`config.mk`:
```
export PLATFORM = sky130hd
export DESIGN_NAME = lsu_flat
export DESIGN_NICKNAME = d
export VERILOG_FILES = /design/src/rtl/lsu_pkg.sv /design/src/rtl/lsu_if.sv /design/src/rtl/lsu_align.sv /design/src/rtl/lsu.sv /design/src/flat_wrapper.sv
export SDC_FILE = /design/constraint.sdc
export NUM_CORES = 1
export LEC_CHECK = 0
export CELL_PAD_IN_SITES_DETAIL_PLACEMENT = 1
export CELL_PAD_IN_SITES_GLOBAL_PLACEMENT = 1
export CORE_MARGIN = 2
export CORE_UTILIZATION = 31
export CTS_CLUSTER_SIZE = 12
export DETAILED_ROUTE_END_ITERATION = 10
export PLACE_DENSITY_LB_ADDON = 0.1
export SYNTH_ARGS = -nofsm -noshare
export SYNTH_HDL_FRONTEND = slang
export SYNTH_HIERARCHICAL = 1
export SYNTH_SLANG_ARGS = --single-unit
```
`constraint.sdc`:
```
create_clock -name clk -period 3.26 [get_ports clk]
set_input_delay 0.326 -clock clk [delete_from_list [all_inputs] [get_ports clk]]
set_output_delay 0.326 -clock clk [all_outputs]
set_load 0.005 [all_outputs]
```
`src/rtl/lsu_pkg.sv`:
```
// Shared types and funct3 encodings for the load/store unit.
package lsu_pkg;

  typedef enum logic [1:0] {
    StIdle,
    StReq,
    StWait,
    StDone
  } lsu_state_e;

  localparam logic [2:0] LSU_B  = 3'b000;
  localparam logic [2:0] LSU_H  = 3'b001;
  localparam logic [2:0] LSU_W  = 3'b010;
  localparam logic [2:0] LSU_BU = 3'b100;
  localparam logic [2:0] LSU_HU = 3'b101;

endpackage

```
`src/rtl/lsu_if.sv`:
```
// Word-oriented memory bus between the LSU (master) and the data memory (slave).
interface lsu_if;
  logic        mem_req;
  logic        mem_we;
  logic [31:0] mem_addr;
  logic [3:0]  mem_be;
  logic [31:0] mem_wdata;
  logic        mem_gnt;
  logic        mem_rvalid;
  logic [31:0] mem_rdata;

  modport master (
    output mem_req, mem_we, mem_addr, mem_be, mem_wdata,
    input  mem_gnt, mem_rvalid, mem_rdata
  );

  modport slave (
    input  mem_req, mem_we, mem_addr, mem_be, mem_wdata,
    output mem_gnt, mem_rvalid, mem_rdata
  );
endinterface

```
`src/rtl/lsu_align.sv`:
```
// Byte-lane steering for stores and lane extraction plus sign/zero extension for loads.
module lsu_align
  import lsu_pkg::*;
(
  input  logic [2:0]  funct3_i,
  input  logic [1:0]  offset_i,
  input  logic [31:0] store_data_i,
  input  logic [31:0] load_word_i,
  output logic [3:0]  be_o,
  output logic [31:0] wdata_o,
  output logic [31:0] load_data_o
);

  logic [7:0]  byte_sel;
  logic [15:0] half_sel;

  assign byte_sel = load_word_i[{offset_i, 3'b000} +: 8];
  assign half_sel = load_word_i[{offset_i[1], 4'b0000} +: 16];

  always_comb begin
    be_o    = 4'b1111;
    wdata_o = store_data_i;
    case (funct3_i)
      LSU_B: begin
        be_o    = 4'b0001 << offset_i;
        wdata_o = {4{store_data_i[7:0]}};
      end
      LSU_H: begin
        be_o    = 4'b0011 << {offset_i[1], 1'b0};
        wdata_o = {2{store_data_i[15:0]}};
      end
      default: ;
    endcase
  end

  always_comb begin
    case (funct3_i)
      LSU_B:   load_data_o = {{24{byte_sel[7]}}, byte_sel};
      LSU_H:   load_data_o = {{16{half_sel[15]}}, half_sel};
      LSU_BU:  load_data_o = {24'h0, byte_sel};
      LSU_HU:  load_data_o = {16'h0, half_sel};
      default: load_data_o = load_word_i;
    endcase
  end

endmodule

```
`src/rtl/lsu.sv`:
```
// Load/store unit: one access at a time over a req/gnt/rvalid bus, stalling the core meanwhile.
module lsu
  import lsu_pkg::*;
(
  input  logic        clk,
  input  logic        rst,
  input  logic        MemRead,
  input  logic        MemWrite,
  input  logic [2:0]  funct3,
  input  logic [31:0] ALUResult,
  input  logic [31:0] WriteData,
  output logic [31:0] ReadData,
  output logic        Stall,
  output logic        AccessErr,
  lsu_if.master       mem
);

  lsu_state_e  state_q;
  logic [29:0] addr_q;
  logic [3:0]  be_q;
  logic [31:0] wdata_q;
  logic        we_q;
  logic [2:0]  funct3_q;
  logic [1:0]  offset_q;
  logic [31:0] rdata_q;

  logic        is_idle, size_ok, align_ok, legal;
  logic [2:0]  sel_funct3;
  logic [1:0]  sel_offset;
  logic [3:0]  al_be;
  logic [31:0] al_wdata, al_load;

  always_comb begin
    case (funct3)
      LSU_B, LSU_H, LSU_W: size_ok = 1'b1;
      LSU_BU, LSU_HU:      size_ok = MemRead;  // unsigned forms exist only for loads
      default:             size_ok = 1'b0;
    endcase
    case (funct3)
      LSU_H, LSU_HU: align_ok = ~ALUResult[0];
      LSU_W:         align_ok = (ALUResult[1:0] == 2'b00);
      default:       align_ok = 1'b1;
    endcase
  end

  assign is_idle   = (state_q == StIdle);
  assign legal     = (MemRead ^ MemWrite) & size_ok & align_ok;
  assign Stall     = (is_idle & legal) | (state_q == StReq) | (state_q == StWait);
  assign AccessErr = is_idle & (MemRead | MemWrite) & ~legal;

  // Idle steers the incoming store; later states extract the load with registered selectors.
  assign sel_funct3 = is_idle ? funct3 : funct3_q;
  assign sel_offset = is_idle ? ALUResult[1:0] : offset_q;

  lsu_align u_align (
    .funct3_i     (sel_funct3),
    .offset_i     (sel_offset),
    .store_data_i (WriteData),
    .load_word_i  (mem.mem_rdata),
    .be_o         (al_be),
    .wdata_o      (al_wdata),
    .load_data_o  (al_load)
  );

  always_ff @(posedge clk) begin
    if (rst) begin
      state_q  <= StIdle;
      addr_q   <= '0;
      be_q     <= '0;
      wdata_q  <= '0;
      we_q     <= 1'b0;
      funct3_q <= '0;
      offset_q <= '0;
      rdata_q  <= '0;
    end else begin
      case (state_q)
        StIdle: begin
          if (legal) begin
            addr_q   <= ALUResult[31:2];
            be_q     <= MemWrite ? al_be : 4'b1111;
            wdata_q  <= al_wdata;
            we_q     <= MemWrite;
            funct3_q <= funct3;
            offset_q <= ALUResult[1:0];
            state_q  <= StReq;
          end
        end
        StReq: begin
          if (mem.mem_gnt) state_q <= we_q ? StDone : StWait;
        end
        StWait: begin
          if (mem.mem_rvalid) begin
            rdata_q <= al_load;
            state_q <= StDone;
          end
        end
        StDone:  state_q <= StIdle;
        default: state_q <= StIdle;
      endcase
    end
  end

  assign ReadData      = rdata_q;
  assign mem.mem_req   = (state_q == StReq);
  assign mem.mem_we    = we_q;
  assign mem.mem_addr  = {addr_q, 2'b00};
  assign mem.mem_be    = be_q;
  assign mem.mem_wdata = wdata_q;

endmodule

```
`src/flat_wrapper.sv`:
```
// flat-port wrapper written by rule: the top's interface ports become plain ports
module lsu_flat import lsu_pkg::*;
  (clk, rst, MemRead, MemWrite, funct3, ALUResult, WriteData, ReadData, Stall, AccessErr, mem_mem_req, mem_mem_we, mem_mem_addr, mem_mem_be, mem_mem_wdata, mem_mem_gnt, mem_mem_rvalid, mem_mem_rdata);
  lsu_if mem_i ();
  input  logic clk;
  input  logic rst;
  input  logic MemRead;
  input  logic MemWrite;
  input  logic [2:0] funct3;
  input  logic [31:0] ALUResult;
  input  logic [31:0] WriteData;
  output logic [31:0] ReadData;
  output logic Stall;
  output logic AccessErr;
  output wire logic [$bits(mem_i.mem_req)-1:0] mem_mem_req;
  output wire logic [$bits(mem_i.mem_we)-1:0] mem_mem_we;
  output wire logic [$bits(mem_i.mem_addr)-1:0] mem_mem_addr;
  output wire logic [$bits(mem_i.mem_be)-1:0] mem_mem_be;
  output wire logic [$bits(mem_i.mem_wdata)-1:0] mem_mem_wdata;
  input wire logic [$bits(mem_i.mem_gnt)-1:0] mem_mem_gnt;
  input wire logic [$bits(mem_i.mem_rvalid)-1:0] mem_mem_rvalid;
  input wire logic [$bits(mem_i.mem_rdata)-1:0] mem_mem_rdata;
  assign mem_mem_req = mem_i.mem_req;
  assign mem_mem_we = mem_i.mem_we;
  assign mem_mem_addr = mem_i.mem_addr;
  assign mem_mem_be = mem_i.mem_be;
  assign mem_mem_wdata = mem_i.mem_wdata;
  assign mem_i.mem_gnt = mem_mem_gnt;
  assign mem_i.mem_rvalid = mem_mem_rvalid;
  assign mem_i.mem_rdata = mem_mem_rdata;
  lsu u_core (.clk(clk), .rst(rst), .MemRead(MemRead), .MemWrite(MemWrite), .funct3(funct3), .ALUResult(ALUResult), .WriteData(WriteData), .ReadData(ReadData), .Stall(Stall), .AccessErr(AccessErr), .mem(mem_i));
endmodule
```
==> impl_metrics.ini <==
[run_status]
status = completed

[synthesis]
synth_edf_count = 0
synth-main-ff-cell = dfxtp_1
ys_seq_area_frac = 0.409
syn_inst = 668
synth_area_leaders = dfxtp_1 41%, a21oi_1 11%, nand2_1 7.6%, o21ai_0 7.1%, nand3_1 6.7%
yosys.area.top_type = dfxtp_1
ys_types = 41
avgSynthCellArea_um2 = 7.76
synth-seq-cells = 106
yosysWarnings = 6
synth_top_area_share = 0.409
synth_area_mm2 = 0.00519
synthArstFlopShare = 0

[placement]
dp_slack_ps = 320
place_hpwl_mm = 13.9
io_buffers = 206
dp_cells = 1036
placed_cell_area_mm2 = 0.00732
gp_congestion = 0.804

[cts]
post_cts_buffers = 0
cts_tree = built
cts_buffer_depth = 2
cts_sinks = 106
cts-buffers-inserted = 9
cts_root_buffer = clkbuf_16
cts_resized = 0
cts_hold_buffers = 0
clk_latency_ps = 350
h-tree-depth = 3
clk_pin_slew_ps = 70

[sta]
setup_violations = 0
rsz0062_at_grt = false
finalSetupTns_ps = 0
hold_viol_final = 0
fmax_mhz = 347
slew_headroom = 0.289
holdWs_ps = 459
finClkSkew_ps = 6.39
worst_pin_slew_ps = 1060
period_share = 0.883
fin_crit_ps = 2880
setup_ws_ps = 381
maxSlewViolCount = 0

[global_routing]
grt_max_degree = 72
grt_pass1_vias = 5837
grt_pass1_wl_mm = 31.1
track_usage = 0.219
overflow = 0
antenna_found_initial = 0

[critical_path]
crit_arrival_ps = 3080
critPathMostFrequentCell = nand2_1
worstPathMaxFanout = 16
crit_chain = inv_1 > ha_1 > mux2_2 > mux4_2 > and2_4 > a31oi_4 > nand2_1 > nand2_1 > a21oi_1
cp_num_buf_inv = 1
crit_type = flop to flop
critPathRequiredTime_ps = 3460
worstSetupStartpointType = flop
cpMaxStageDelayCell = mux4_2
cp-end-kind = flop
critical-path-max-stage-delay_ps = 570
r2r_setup_slack_ps = 380
crit_family = multiplexers

[drt]
post_drt_wl_per_cell_um = 18.5
ant_nets = 0
drtIter0Drc = 307
drt-total-wl_mm = 19.5
routed_via_density = 5.23
drc = 0
vias = 5506
firstDrtPassIters = 5

[cells_and_area]
drive_gt1_frac = 0.0829
nets = 936
antennaDiodeCount = 0
final_cells = 1052
final_util = 0.463
design_area_mm2 = 0.00762
syn_to_final_growth_pct = 47.0

[power]
finalPower_mw = 4.39
powerDensity_mw_per_mm2 = 576
p_leak_nw = 2.69
irDropWorstVdd_mv = 0.328

[job]
drv_cap = 0

[floorplan]
die_y_um = 133
die_w_um = 133
rows = 47
core-area_mm2 = 0.0165
initial_core_util = 0.315
die_area_mm2 = 0.0178
io_pins = 209

[hold_path]
min_path_type = flop to flop
## layer usage
layer	track usage	up-vias	routed length [um]
li1	-	2652	-
met2	0.384	159	9780
met1	0.261	2667	8040
met3	0.0556	28	1290
met5	0	-	0
met4	0.0751	0	383
## area by class of cell
class,count,area [um^2]
clock inverters,3,46.3
flip-flops and latches,106,2120
repair buffers,221,2200
well taps,220,275
inverters,17,63.8
multi-input cells,472,2660
clock buffers,13,260
fillers,1946,8840
## worst register-to-register path, stage by stage (launching register included)
cell	delay, ps
dfxtp_1	390
inv_1	110
ha_1	230
mux2_2	460
mux4_2	580
and2_4	220
a31oi_4	460
nand2_1	110
nand2_1	100
a21oi_1	70
## sequential cells by signal, summed over array words and instances, names as in the netlist
register	count
u_core/ReadData	32
u_core/mem.mem_wdata	32
u_core/addr_q	30
u_core/mem.mem_be	4
u_core/funct3_q	3
u_core/offset_q	2
u_core/state_q	2
u_core/mem.mem_we	1
## cells in the final DEF, fill, tap and decap left out, types with 2 or more instances in the layout
cell type / Yosys / layout
conb_1: 1 / 2
and2_1: 3 / 2
a221o_1: 8 / 8
ha_1: 4 / 4
mux2_2: 28 / 28
a21oi_1: 117 / 117
dfxtp_1: 106 / 106
clkbuf_8: 0 / 2
nand2_1: 105 / 104
a22oi_1: 7 / 7
o21ai_1: 3 / 3
buf_4: 10 / 14
clkdlybuf4s50_1: 0 / 205
mux2i_1: 8 / 8
buf_12: 0 / 2
clkbuf_16: 0 / 9
nor2_1: 14 / 13
nor3_1: 3 / 2
clkbuf_1: 47 / 2
a311oi_1: 6 / 6
inv_1: 17 / 17
o21ai_0: 74 / 74
nand3_1: 69 / 69
nor2b_1: 3 / 3
nor2_2: 1 / 2
## final timing paths
kind,startpoint,end,cells past startpoint
setup / recovery,u_core/state_q[0],u_core/ReadData[17],9
hold / removal,u_core/ReadData[15],u_core/ReadData[15],2
setup reg to reg,u_core/state_q[0],u_core/ReadData[17],9
hold reg to reg,u_core/ReadData[15],u_core/ReadData[15],2
## cells by family (layout without fill, tap and decap cells)
group / count (synthesis) / after routing / synth area share
other cells: 1 / 2 / 0.000723
buf+inv: 91 / 254 / 0.0815
fa+ha+maj: 4 / 4 / 0.00965
mux: 37 / 37 / 0.0806
simple gates: 202 / 202 / 0.171
flops: 106 / 106 / 0.409
compound gates: 227 / 227 / 0.248
## synthesized netlist by cell type (all sizes together), types with 4 or more instances
cell	count
buf	27
nand2	105
inv	17
nand3	69
a21oi	117
clkbuf	47
ha	4
o21ai	77
dfxtp	106
a22oi	7
mux2i	8
and2	4
a311oi	6
mux2	28
nor2	15
a221o	8
## report_power, final
part	total, mW	switching, mW	internal (mW)
Combinational	1.78	0.997	0.784
Sequential	1.46	0.0587	1.41
Clock	1.14	0.500	0.642
Total	4.39	1.56	2.83
Note: power is estimated with default switching activity, not from simulation.
